### src/rtl/mem_arb_pkg.sv
// mem_arb_pkg: shared source IDs, arbiter state encoding and the fixed inst transfer size
package mem_arb_pkg;
    typedef enum logic [1:0] {IDLE, LOCK_I, LOCK_D} arb_state_e;
    localparam logic SRC_INST = 1'b0;
    localparam logic SRC_DATA = 1'b1;
    localparam logic [2:0] SIZE_WORD = 3'd2;
endpackage

### src/rtl/arb_id_fifo.sv
// arb_id_fifo: in-order FIFO of 1-bit source IDs for outstanding accepted requests
module arb_id_fifo #(
    parameter int DEPTH = 4
) (
    input  logic clk,
    input  logic resetn,
    input  logic push,
    input  logic pop,
    input  logic din,
    output logic full,
    output logic empty,
    output logic head
);
    localparam int AW = $clog2(DEPTH);
    localparam int CW = AW + 1;
    logic [DEPTH-1:0] mem_q;
    logic [AW-1:0] wptr_q, wptr_d, rptr_q, rptr_d;
    logic [CW-1:0] count_q, count_d;
    logic do_push, do_pop;
    assign full  = count_q == CW'(DEPTH);
    assign empty = count_q == '0;
    assign head  = mem_q[rptr_q];
    always_comb begin
        do_push = push & ~full;
        do_pop  = pop & ~empty;
        wptr_d  = do_push ? wptr_q + AW'(1) : wptr_q;
        rptr_d  = do_pop ? rptr_q + AW'(1) : rptr_q;
        count_d = count_q + CW'(do_push) - CW'(do_pop);
    end
    always_ff @(posedge clk or negedge resetn) begin
        if (!resetn) begin
            wptr_q  <= '0;
            rptr_q  <= '0;
            count_q <= '0;
        end else begin
            wptr_q  <= wptr_d;
            rptr_q  <= rptr_d;
            count_q <= count_d;
        end
    end
    // Storage needs no reset: entries are only read while count says they are valid.
    always_ff @(posedge clk) begin
        if (do_push) mem_q[wptr_q] <= din;
    end
endmodule

### src/rtl/mem_req_arbiter.sv
// mem_req_arbiter: round-robin 2:1 arbiter of inst/data SRAM-like requests onto one slave port,
// routing in-order responses back through an ID FIFO.
module mem_req_arbiter
    import mem_arb_pkg::*;
#(
    parameter int DEPTH = 4
) (
    input  logic        clk,
    input  logic        resetn,
    input  logic        inst_req,
    input  logic [31:0] inst_addr,
    output logic        inst_addr_ok,
    output logic        inst_data_ok,
    output logic [31:0] inst_rdata,
    input  logic        data_req,
    input  logic        data_wr,
    input  logic [3:0]  data_wstrb,
    input  logic [2:0]  data_size,
    input  logic [31:0] data_addr,
    input  logic [31:0] data_wdata,
    output logic        data_addr_ok,
    output logic        data_data_ok,
    output logic [31:0] data_rdata,
    output logic        m_req,
    output logic        m_wr,
    output logic [3:0]  m_wstrb,
    output logic [2:0]  m_size,
    output logic [31:0] m_addr,
    output logic [31:0] m_wdata,
    input  logic        m_addr_ok,
    input  logic        m_data_ok,
    input  logic [31:0] m_rdata
);
    arb_state_e state_q, state_d;
    logic last_grant_q, last_grant_d;
    logic err_underflow;
    logic gnt_i, gnt_d, accept, pop;
    logic fifo_full, fifo_empty, fifo_head;
    always_comb begin
        gnt_i = state_q == LOCK_I ? inst_req :
                state_q == IDLE   ? inst_req & (~data_req | last_grant_q == SRC_DATA) : 1'b0;
        gnt_d = state_q == LOCK_D ? data_req :
                state_q == IDLE   ? data_req & (~inst_req | last_grant_q == SRC_INST) : 1'b0;
        m_req = (gnt_i | gnt_d) & ~fifo_full;
        accept = m_req & m_addr_ok;
        last_grant_d = accept ? (gnt_d ? SRC_DATA : SRC_INST) : last_grant_q;
        // A locked requester dropping its req is a protocol violation; fall back to IDLE.
        state_d = state_q != IDLE ? ((accept | ~(gnt_i | gnt_d)) ? IDLE : state_q) :
                  (m_req & ~m_addr_ok) ? (gnt_d ? LOCK_D : LOCK_I) : IDLE;
    end
    assign m_addr  = gnt_d ? data_addr : gnt_i ? inst_addr : '0;
    assign m_wr    = gnt_d & data_wr;
    assign m_wstrb = gnt_d ? data_wstrb : '0;
    assign m_size  = gnt_d ? data_size : gnt_i ? SIZE_WORD : '0;
    assign m_wdata = gnt_d ? data_wdata : '0;
    assign inst_addr_ok = gnt_i & accept;
    assign data_addr_ok = gnt_d & accept;
    assign pop          = m_data_ok & ~fifo_empty;
    assign inst_data_ok = pop & (fifo_head == SRC_INST);
    assign data_data_ok = pop & (fifo_head == SRC_DATA);
    assign inst_rdata   = m_rdata;
    assign data_rdata   = m_rdata;
    always_ff @(posedge clk or negedge resetn) begin
        if (!resetn) begin
            state_q       <= IDLE;
            last_grant_q  <= SRC_INST;
            err_underflow <= 1'b0;
        end else begin
            state_q       <= state_d;
            last_grant_q  <= last_grant_d;
            err_underflow <= err_underflow | (m_data_ok & fifo_empty);
        end
    end
    arb_id_fifo #(.DEPTH(DEPTH)) u_fifo (
        .clk    (clk),
        .resetn (resetn),
        .push   (accept),
        .pop    (pop),
        .din    (gnt_d ? SRC_DATA : SRC_INST),
        .full   (fifo_full),
        .empty  (fifo_empty),
        .head   (fifo_head)
    );
endmodule

### config.mk
export PLATFORM = sky130hd
export DESIGN_NAME = mem_req_arbiter
export DESIGN_NICKNAME = d
export VERILOG_FILES = /design/src/rtl/mem_arb_pkg.sv /design/src/rtl/arb_id_fifo.sv /design/src/rtl/mem_req_arbiter.sv
export SDC_FILE = /design/constraint.sdc
export NUM_CORES = 1
export LEC_CHECK = 0
export CORE_AREA = 4 4 107 109
export CTS_BUF_LIST = sky130_fd_sc_hd__clkbuf_4 sky130_fd_sc_hd__clkbuf_8
export DETAILED_ROUTE_END_ITERATION = 12
export DIE_AREA = 0 0 111 113
export HOLD_SLACK_MARGIN = 0.1
export PLACE_DENSITY = 0.72
export SETUP_SLACK_MARGIN = 0.15
export SYNTH_ARGS = -nofsm -noshare
export SYNTH_HDL_FRONTEND = slang
export SYNTH_HIERARCHICAL = 1
export SYNTH_SLANG_ARGS = --single-unit
export TNS_END_PERCENT = 50
### constraint.sdc
create_clock -name clk -period 2.6 [get_ports clk]
set_input_delay 0.52 -clock clk [delete_from_list [all_inputs] [get_ports clk]]
set_output_delay 0.52 -clock clk [all_outputs]
set_load 0.01 [all_outputs]
==> results of run 1 <==
## final cells by class
| cell class | instances | area share, % |
|---|---|---|
| Clock buffer | 3 | 1.12 |
| Sequential cell | 14 | 10.2 |
| Clock inverter | 1 | 0.102 |
| Multi-Input combinational cell | 125 | 28.8 |
| Timing Repair Buffer | 204 | 54.2 |
| Inverter | 8 | 0.818 |
| Tap cell | 140 | 4.77 |
## cell usage in the layout (no fill, tap or decap), types with 6 or more instances in the layout
cell and count:
ha_1 6, inv_1 7, dlygate4sd2_1 42, a22o_2 30, clkdlybuf4s50_1 109, clkdlybuf4s15_1 16, nand2b_1 6, clkbuf_2 16
dfrtp_1 7, and2_1 40, buf_4 11
## power groups by stage
stage | registers (W) | clock network [W] | logic (W)
after CTS | 0.000458 | 0.000183 | 0.00166
after floorplan | 0.000412 | 0 | 0.000964
after global routing | 0.000486 | 0.000196 | 0.00180
after detailed placement | 0.000459 | 0 | 0.00166
final | 0.000467 | 0.000178 | 0.00166
after global placement | 0.000452 | 0 | 0.00163
## worst max-delay path: stages
cell and delay [ps]:
clkdlybuf4s50_1 460, nor2b_1 180, buf_4 140, and2_1 110
clkdlybuf4s50_1 540
## cell families (layout without fill, tap and decap cells)
kind of cell             Yosys count  in the layout  share of synthesized area (%)
multiplexers                       1              1                           1.13
buffers and inverters             83            216                           30.5
XOR/XNOR                           4              4                           1.75
flip-flops                        14             14                           18.5
AO/OA/AOI/OAI                     46             46                           20.9
AND/OR/NAND/NOR                   67             67                           22.5
adder cells (fa/ha/maj)            7              7                           4.75
## cell usage after synthesis, drive strengths merged
library cell,number
xnor2,4
nand2,3
nor2,2
a22o,32
nor3,3
and2,40
a31oi,1
nor3b,1
o21ai,2
mux4,1
edfxtp,4
nand2b,7
nand4bb,2
o21a,1
a21oi,5
o31ai,1
o211ai,2
dfrtp,10
nor2b,5
and3b,4
buf,75
a211oi,1
ha,6
inv,8
o311ai,1
fa,1
## layer usage
metal | vias up | global-route usage, % | wire length (microns)
met1 | 909 | 12.1 | 2900
met5 | - | 0 | 0
met4 | 0 | 2.13 | 123
met3 | 14 | 3.85 | 800
met2 | 156 | 23.0 | 4320
li1 | 961 | - | -
## through the flow
stage               util [%]  worst slack (ps)  setup TNS, ps  hold WS, ps  total power (W)
detailed placement      33.9              -301         -15900          494          0.00212
CTS                     34.8               112              0          507          0.00230
floorplan                  -               169              0          224          0.00138
global route            34.6              73.1              0          512          0.00248
finish                  34.6               137              0          500          0.00230
global placement        33.9              -255         -14390          498          0.00208
## sequential cells by signal, summed over array words and instances, names as in the netlist
register and cells:
u_fifo/wptr_q 2, u_fifo/mem_q 4, state_q 2, last_grant_q 1, u_fifo/rptr_q 2, u_fifo/count_q 3
## final timing paths
kind                                                 to  cells after the start
min in group asynchronous  u_fifo/wptr_q[0]$_DFFE_PN0N_                      1
min                        u_fifo/rptr_q[1]$_DFFE_PN0P_                      1
max                                        data_data_ok                      5
max in group asynchronous   u_fifo/count_q[2]$_DFF_PN0_                      1
min reg2reg                u_fifo/rptr_q[1]$_DFFE_PN0P_                      1
max reg2reg                 u_fifo/count_q[2]$_DFF_PN0_                     10
## timing repair
action / in CTS / in global routing
setup endpoints to repair: 78 / 41
gates resized for setup: 98 / 43
setup buffers: 2 / 1
gates cloned: 3 / 0
pin swaps: 1 / 3
==> run_results.csv, run 1 <==
group,metric,value,unit
timing,achievable_clock_frequency,0.406,GHz
drt,drtIter0Drc,51,
synth,synth_fp_nets,371,
die,core-area,10600,sq um
pwr,power.internal,0.00141,W
timing,grt_setup_unrepaired,"yes",
placed_design,detailedPlacementHpwl,6.75,mm
cells_and_area,proportion_of_layout_cells_with_a_drive_suffix_above_1,23.7,%
clock_network,ctsLongestPathBuffers,2,
clock_network,cts_tree,"done",
setup_path,crit_path_start_kind,"input pin",
timing,tightestPinTransition,510,ps
global_routing,grt_antenna_before_repair,0,
hold_path,min-delay-start,"u_fifo/rptr_q[1]$_DFFE_PN0P_",
die,initial_standard_cell_utilization_of_the_core,18.9,%
pwr,clkPwrFrac,7.7,%
synth,synth_area_leaders,"buf_4, a22o_2, and2_1",
die,fp.dieArea,12500,sq um
drt,vias,2040,
cells_and_area,post_layout_nonfiller_instances,495,
global_routing,track_usage,11.7,%
placed_design,gpl.final_weighted_congestion,0.910,
timing,maxSlewHeadroom,65.9,%
synth,post_synth_num_cell_types,32,
synth,yosysTopAreaCellShare,24.0,%
clock_network,cts_inserted_buffers,3,
drt,post_drt_wl_per_cell,16.4,microns
drt,post-route-drc-count,0,
global_routing,grt_first_pass_wirelength,12.0,mm
clock_network,cts-htree-levels,1,
die,placement_rows,38,
synth,post-synth-top-area-cell,"buf_4",
synth,synth-seq-cells,14,
setup_path,kind_of_end_point_of_the_critical_path,"output port",
timing,finClkSkew,2.59,ps
drt,drtPass1Iterations,4,
pwr,sw_frac_of_total,39.0,%
placed_design,placedCellCount,485,
die,die-width,111,microns
pwr,ir_worst_vdd,292,uV
timing,hold_viol,0,
global_routing,largest_net_degree_at_the_start_of_global_routing,27,
drt,finalWirelength,8.14,mm
drt,route.detailed.vias_per_inst,4.12,
pwr,power.density,628,nW/um^2
die,pin_count,283,
clock_network,clk-insertion-delay-late,240,ps
clock_network,worst_setup_hold_path_clk_slew,50,ps
die,die_y_extent,113,microns
job,max_cap_viol_count,0,
setup_path,arrival_time_at_the_worst_endpoint,1940,ps
timing,report.final.setup_viol,0,
pwr,seqPwrFrac,20.3,%
pwr,power.switching,0.000898,W
synth,syn_avg_cell_area,9.01,sq um
cells_and_area,fin_area,3670,sq um
cells_and_area,ff_latch_area,374,sq um
timing,timing.final.crit_period,2460,ps
clock_network,numClockSinks,14,
setup_path,setup.worst_path.class,"input pin to output port",
clock_network,clock_root_buffer,"clkbuf_8",
timing,slew_viol_final,0,
setup_path,reg2reg_setup_slack,320,ps
placed_design,port_buffers,186,
pwr,total_leakage_power,1.70,nW
cells_and_area,n_fill_cell,1091,
placed_design,place_area,3590,sq um
synth,synth_cells,222,
cells_and_area,multiInputGateArea,1060,sq um
cells_and_area,area.growth.synth_to_final,83.5,%
synth,synth_area,2000,sq um
setup_path,reg_to_reg_start,"u_fifo/count_q[1]$_DFF_PN0_",
timing,share_of_the_clock_period_used_by_the_worst_path,94.7,%
synth,fraction_of_the_yosys_area_taken_by_sequential_cells,18.5,%
cells_and_area,final_nets,505,
synth,synth_warnings,6,
setup_path,critical_path.max_fanout,3,
hold_path,worstHoldPathType,"flop to flop",
drt,detail-route-antenna-nets,0,
global_routing,vias_in_the_first_global_route,2128,
pwr,share_comb_of_total_power,72.0,%
cells_and_area,antenna_cells,0,
clock_network,postCtsHoldBufs,0,
setup_path,crit_path_start,"m_data_ok",
global_routing,gr-total-overflow,0,
setup_path,worstPathRequired,2080,ps
outcome,status,"finished, final reports clean",
Note: power is estimated with default switching activity, not from simulation.
==> run 2: changes to the inputs <==
--- a/config.mk
+++ b/config.mk
@@ -5,12 +5,12 @@
 export SDC_FILE = /design/constraint.sdc
 export NUM_CORES = 1
 export LEC_CHECK = 0
-export CORE_AREA = 4 4 107 109
+export CORE_AREA = 2 2 111 113
 export CTS_BUF_LIST = sky130_fd_sc_hd__clkbuf_4 sky130_fd_sc_hd__clkbuf_8
 export DETAILED_ROUTE_END_ITERATION = 12
-export DIE_AREA = 0 0 111 113
+export DIE_AREA = 0 0 113 115
 export HOLD_SLACK_MARGIN = 0.1
-export PLACE_DENSITY = 0.72
+export PLACE_DENSITY = 0.66
 export SETUP_SLACK_MARGIN = 0.15
 export SYNTH_ARGS = -nofsm -noshare
 export SYNTH_HDL_FRONTEND = slang
==> run_results.csv, run 2 (synthesis gave the netlist of run 1 again) <==
group,metric,value,unit
drt,drtPass1Iterations,8,
hold_path,min-delay-start,"u_fifo/rptr_q[1]$_DFFE_PN0P_",
clock_network,cts_inserted_buffers,3,
setup_path,arrival_time_at_the_worst_endpoint,1930,ps
setup_path,crit_path_start_kind,"input pin",
timing,achievable_clock_frequency,0.409,GHz
die,placement_rows,40,
placed_design,place_area,3610,sq um
hold_path,holdPathEnd,"u_fifo/rptr_q[1]$_DFFE_PN0P_",
cells_and_area,layout_commonest_cell,"clkdlybuf4s50_1",
outcome,status,"finished with violations",
cells_and_area,fin_area,3680,sq um
die,die_y_extent,115,microns
setup_path,critical_path.max_fanout,22,
drt,finalWirelength,8.50,mm
drt,route.detailed.vias_per_inst,4.05,
timing,share_of_the_clock_period_used_by_the_worst_path,94.1,%
clock_network,numClockSinks,14,
cells_and_area,proportion_of_layout_cells_with_a_drive_suffix_above_1,32.1,%
global_routing,grt_antenna_before_repair,0,
hold_path,holdPathStages,1,
cells_and_area,area.growth.synth_to_final,84.1,%
hold_path,worstHoldPathType,"flop to flop",
setup_path,setup.worst_path.class,"input pin to output port",
setup_path,worst_r2r_path_depth,10,
cells_and_area,largest_reg_flops,4,
global_routing,gr-total-overflow,0,
cells_and_area,register_with_the_most_flip_flops,"u_fifo/mem_q",
drt,detail-route-antenna-nets,0,
setup_path,reg_to_reg_start,"u_fifo/count_q[0]$_DFF_PN0_",
drt,drtIter0Drc,71,
timing,grt_setup_unrepaired,"yes",
setup_path,worstPathRequired,2080,ps
clock_network,worst_setup_hold_path_clk_slew,60,ps
clock_network,cts-htree-levels,1,
drt,post_drt_wl_per_cell,16.7,microns
die,die-width,113,microns
global_routing,vias_in_the_first_global_route,2092,
timing,hold_viol,0,
timing,slew_viol_final,0,
die,initial_standard_cell_utilization_of_the_core,16.9,%
timing,setup_total_negative_slack,0,ps
cells_and_area,final_nets,511,
cells_and_area,most_used_cells_in_the_layout_excluding_fill_and_tap_cells,"clkdlybuf4s50_1, and2_1, a22o_2",
clock_network,ctsLongestPathBuffers,2,
cells_and_area,reg.largest.list,"u_fifo/mem_q (4), u_fifo/count_q (3)",
clock_network,cts_tree,"done",
timing,report.final.setup_viol,0,
die,fp.dieArea,13000,sq um
setup_path,reg2reg_setup_slack,290,ps
pwr,total_leakage_power,1.71,nW
timing,maxSlewHeadroom,65.5,%
cells_and_area,antenna_cells,0,
drt,post-route-drc-count,6,
pwr,power.density,632,nW/um^2
global_routing,largest_net_degree_at_the_start_of_global_routing,23,
setup_path,kind_of_end_point_of_the_critical_path,"output port",
die,pin_count,283,
global_routing,grt_first_pass_wirelength,12.0,mm
pwr,ir_worst_vdd,155,uV
placed_design,gpl.final_weighted_congestion,0.790,
global_routing,track_usage,12.0,%
clock_network,clk-insertion-delay-late,250,ps
placed_design,port_buffers,186,
die,core-area,11800,sq um
timing,tightestPinTransition,516,ps
job,max_cap_viol_count,0,
timing,finClkSkew,3.72,ps
clock_network,clock_root_buffer,"clkbuf_8",
drt,vias,2056,
setup_path,timing.rr.end,"u_fifo/count_q[2]$_DFF_PN0_",
placed_design,detailedPlacementHpwl,6.43,mm
timing,timing.final.crit_period,2450,ps
outcome,failed_checks,"DRC",
[run 2: cell count changes in the layout (fill, tap and decap cells not counted), moves of 2 or more]
cell             change
buf_6                +2
buf_4                +2
buf_16               +3
buf_2               +20
clkdlybuf4s15_2     +10
dlygate4sd2_1       -20
clkdlybuf4s15_1     -10
[run 2: what timing repair did]
action,in CTS,in global routing
pin swaps,1,2
endpoints found under the setup margin,79,68
resized for setup,167,43
buffers inserted,6,1
hold buffers,0,0
cloned,4,0
[run 2: cell type report]
| class | instances | area [sq um] |
|---|---|---|
| timing repair buffer | 210 | 2010 |
| multi-input combinational | 125 | 1040 |
| fill | 1246 | 8130 |
| clock buffer | 3 | 41.3 |
| inverter | 8 | 30.0 |
| sequential | 14 | 373 |
| clock inverter | 1 | 3.75 |
| tap | 147 | 184 |
[run 2: layer usage]
layer | GRT usage [%] | routed length (microns) | share of wire (%) | vias to the layer above
met3 | 3.95 | 810 | 9.5 | 3
li1 | - | - | - | 974
met2 | 21.9 | 4480 | 53 | 137
met4 | 2.03 | 21 | 0.25 | 0
met1 | 14.0 | 3190 | 38 | 942
met5 | 0 | 0 | 0 | -
[run 2: worst max path at each step]
stage	to	from	slack [ps]	cells past startpoint
after global routing	m_size[2]	inst_req	80	8
final	m_wdata[1]	inst_req	150	8
after global placement	u_fifo/count_q[2]$_DFF_PN0_	data_req	-250	12
after floorplan	u_fifo/count_q[2]$_DFF_PN0_	u_fifo/count_q[0]$_DFF_PN0_	170	12
after CTS	inst_addr_ok	m_addr_ok	70	6
after detailed placement	u_fifo/count_q[2]$_DFF_PN0_	data_req	-350	12
[run 2: stage by stage]
| stage | utilization, % | worst slack, ps | hold WS, ps | cells | power [W] |
|---|---|---|---|---|---|
| floorplan | - | 169 | 224 | 222 | 0.00138 |
| global placement | 30.5 | -251 | 476 | 493 | 0.00208 |
| detailed placement | 30.5 | -346 | 474 | 493 | 0.00211 |
| CTS | 31.7 | 68.2 | 487 | 507 | 0.00238 |
| global route | 31.2 | 79.9 | 520 | 508 | 0.00251 |
| finish | 31.2 | 153 | 484 | 508 | 0.00233 |
[run 2: critical path: stages]
cell and delay, ps:
dlygate4sd2_1 240, nor2b_4 140, buf_6 120, a21oi_4 190, buf_12 160, buf_12 140
and2_1 130, dlygate4sd2_1 280
[run 2: power breakdown]
group,leakage [nW],switching [W],internal (W)
Combinational,1.53,0.000696,0.000987
Clock,0.0231,0.0000777,0.000105
Sequential,0.155,0.000137,0.000325
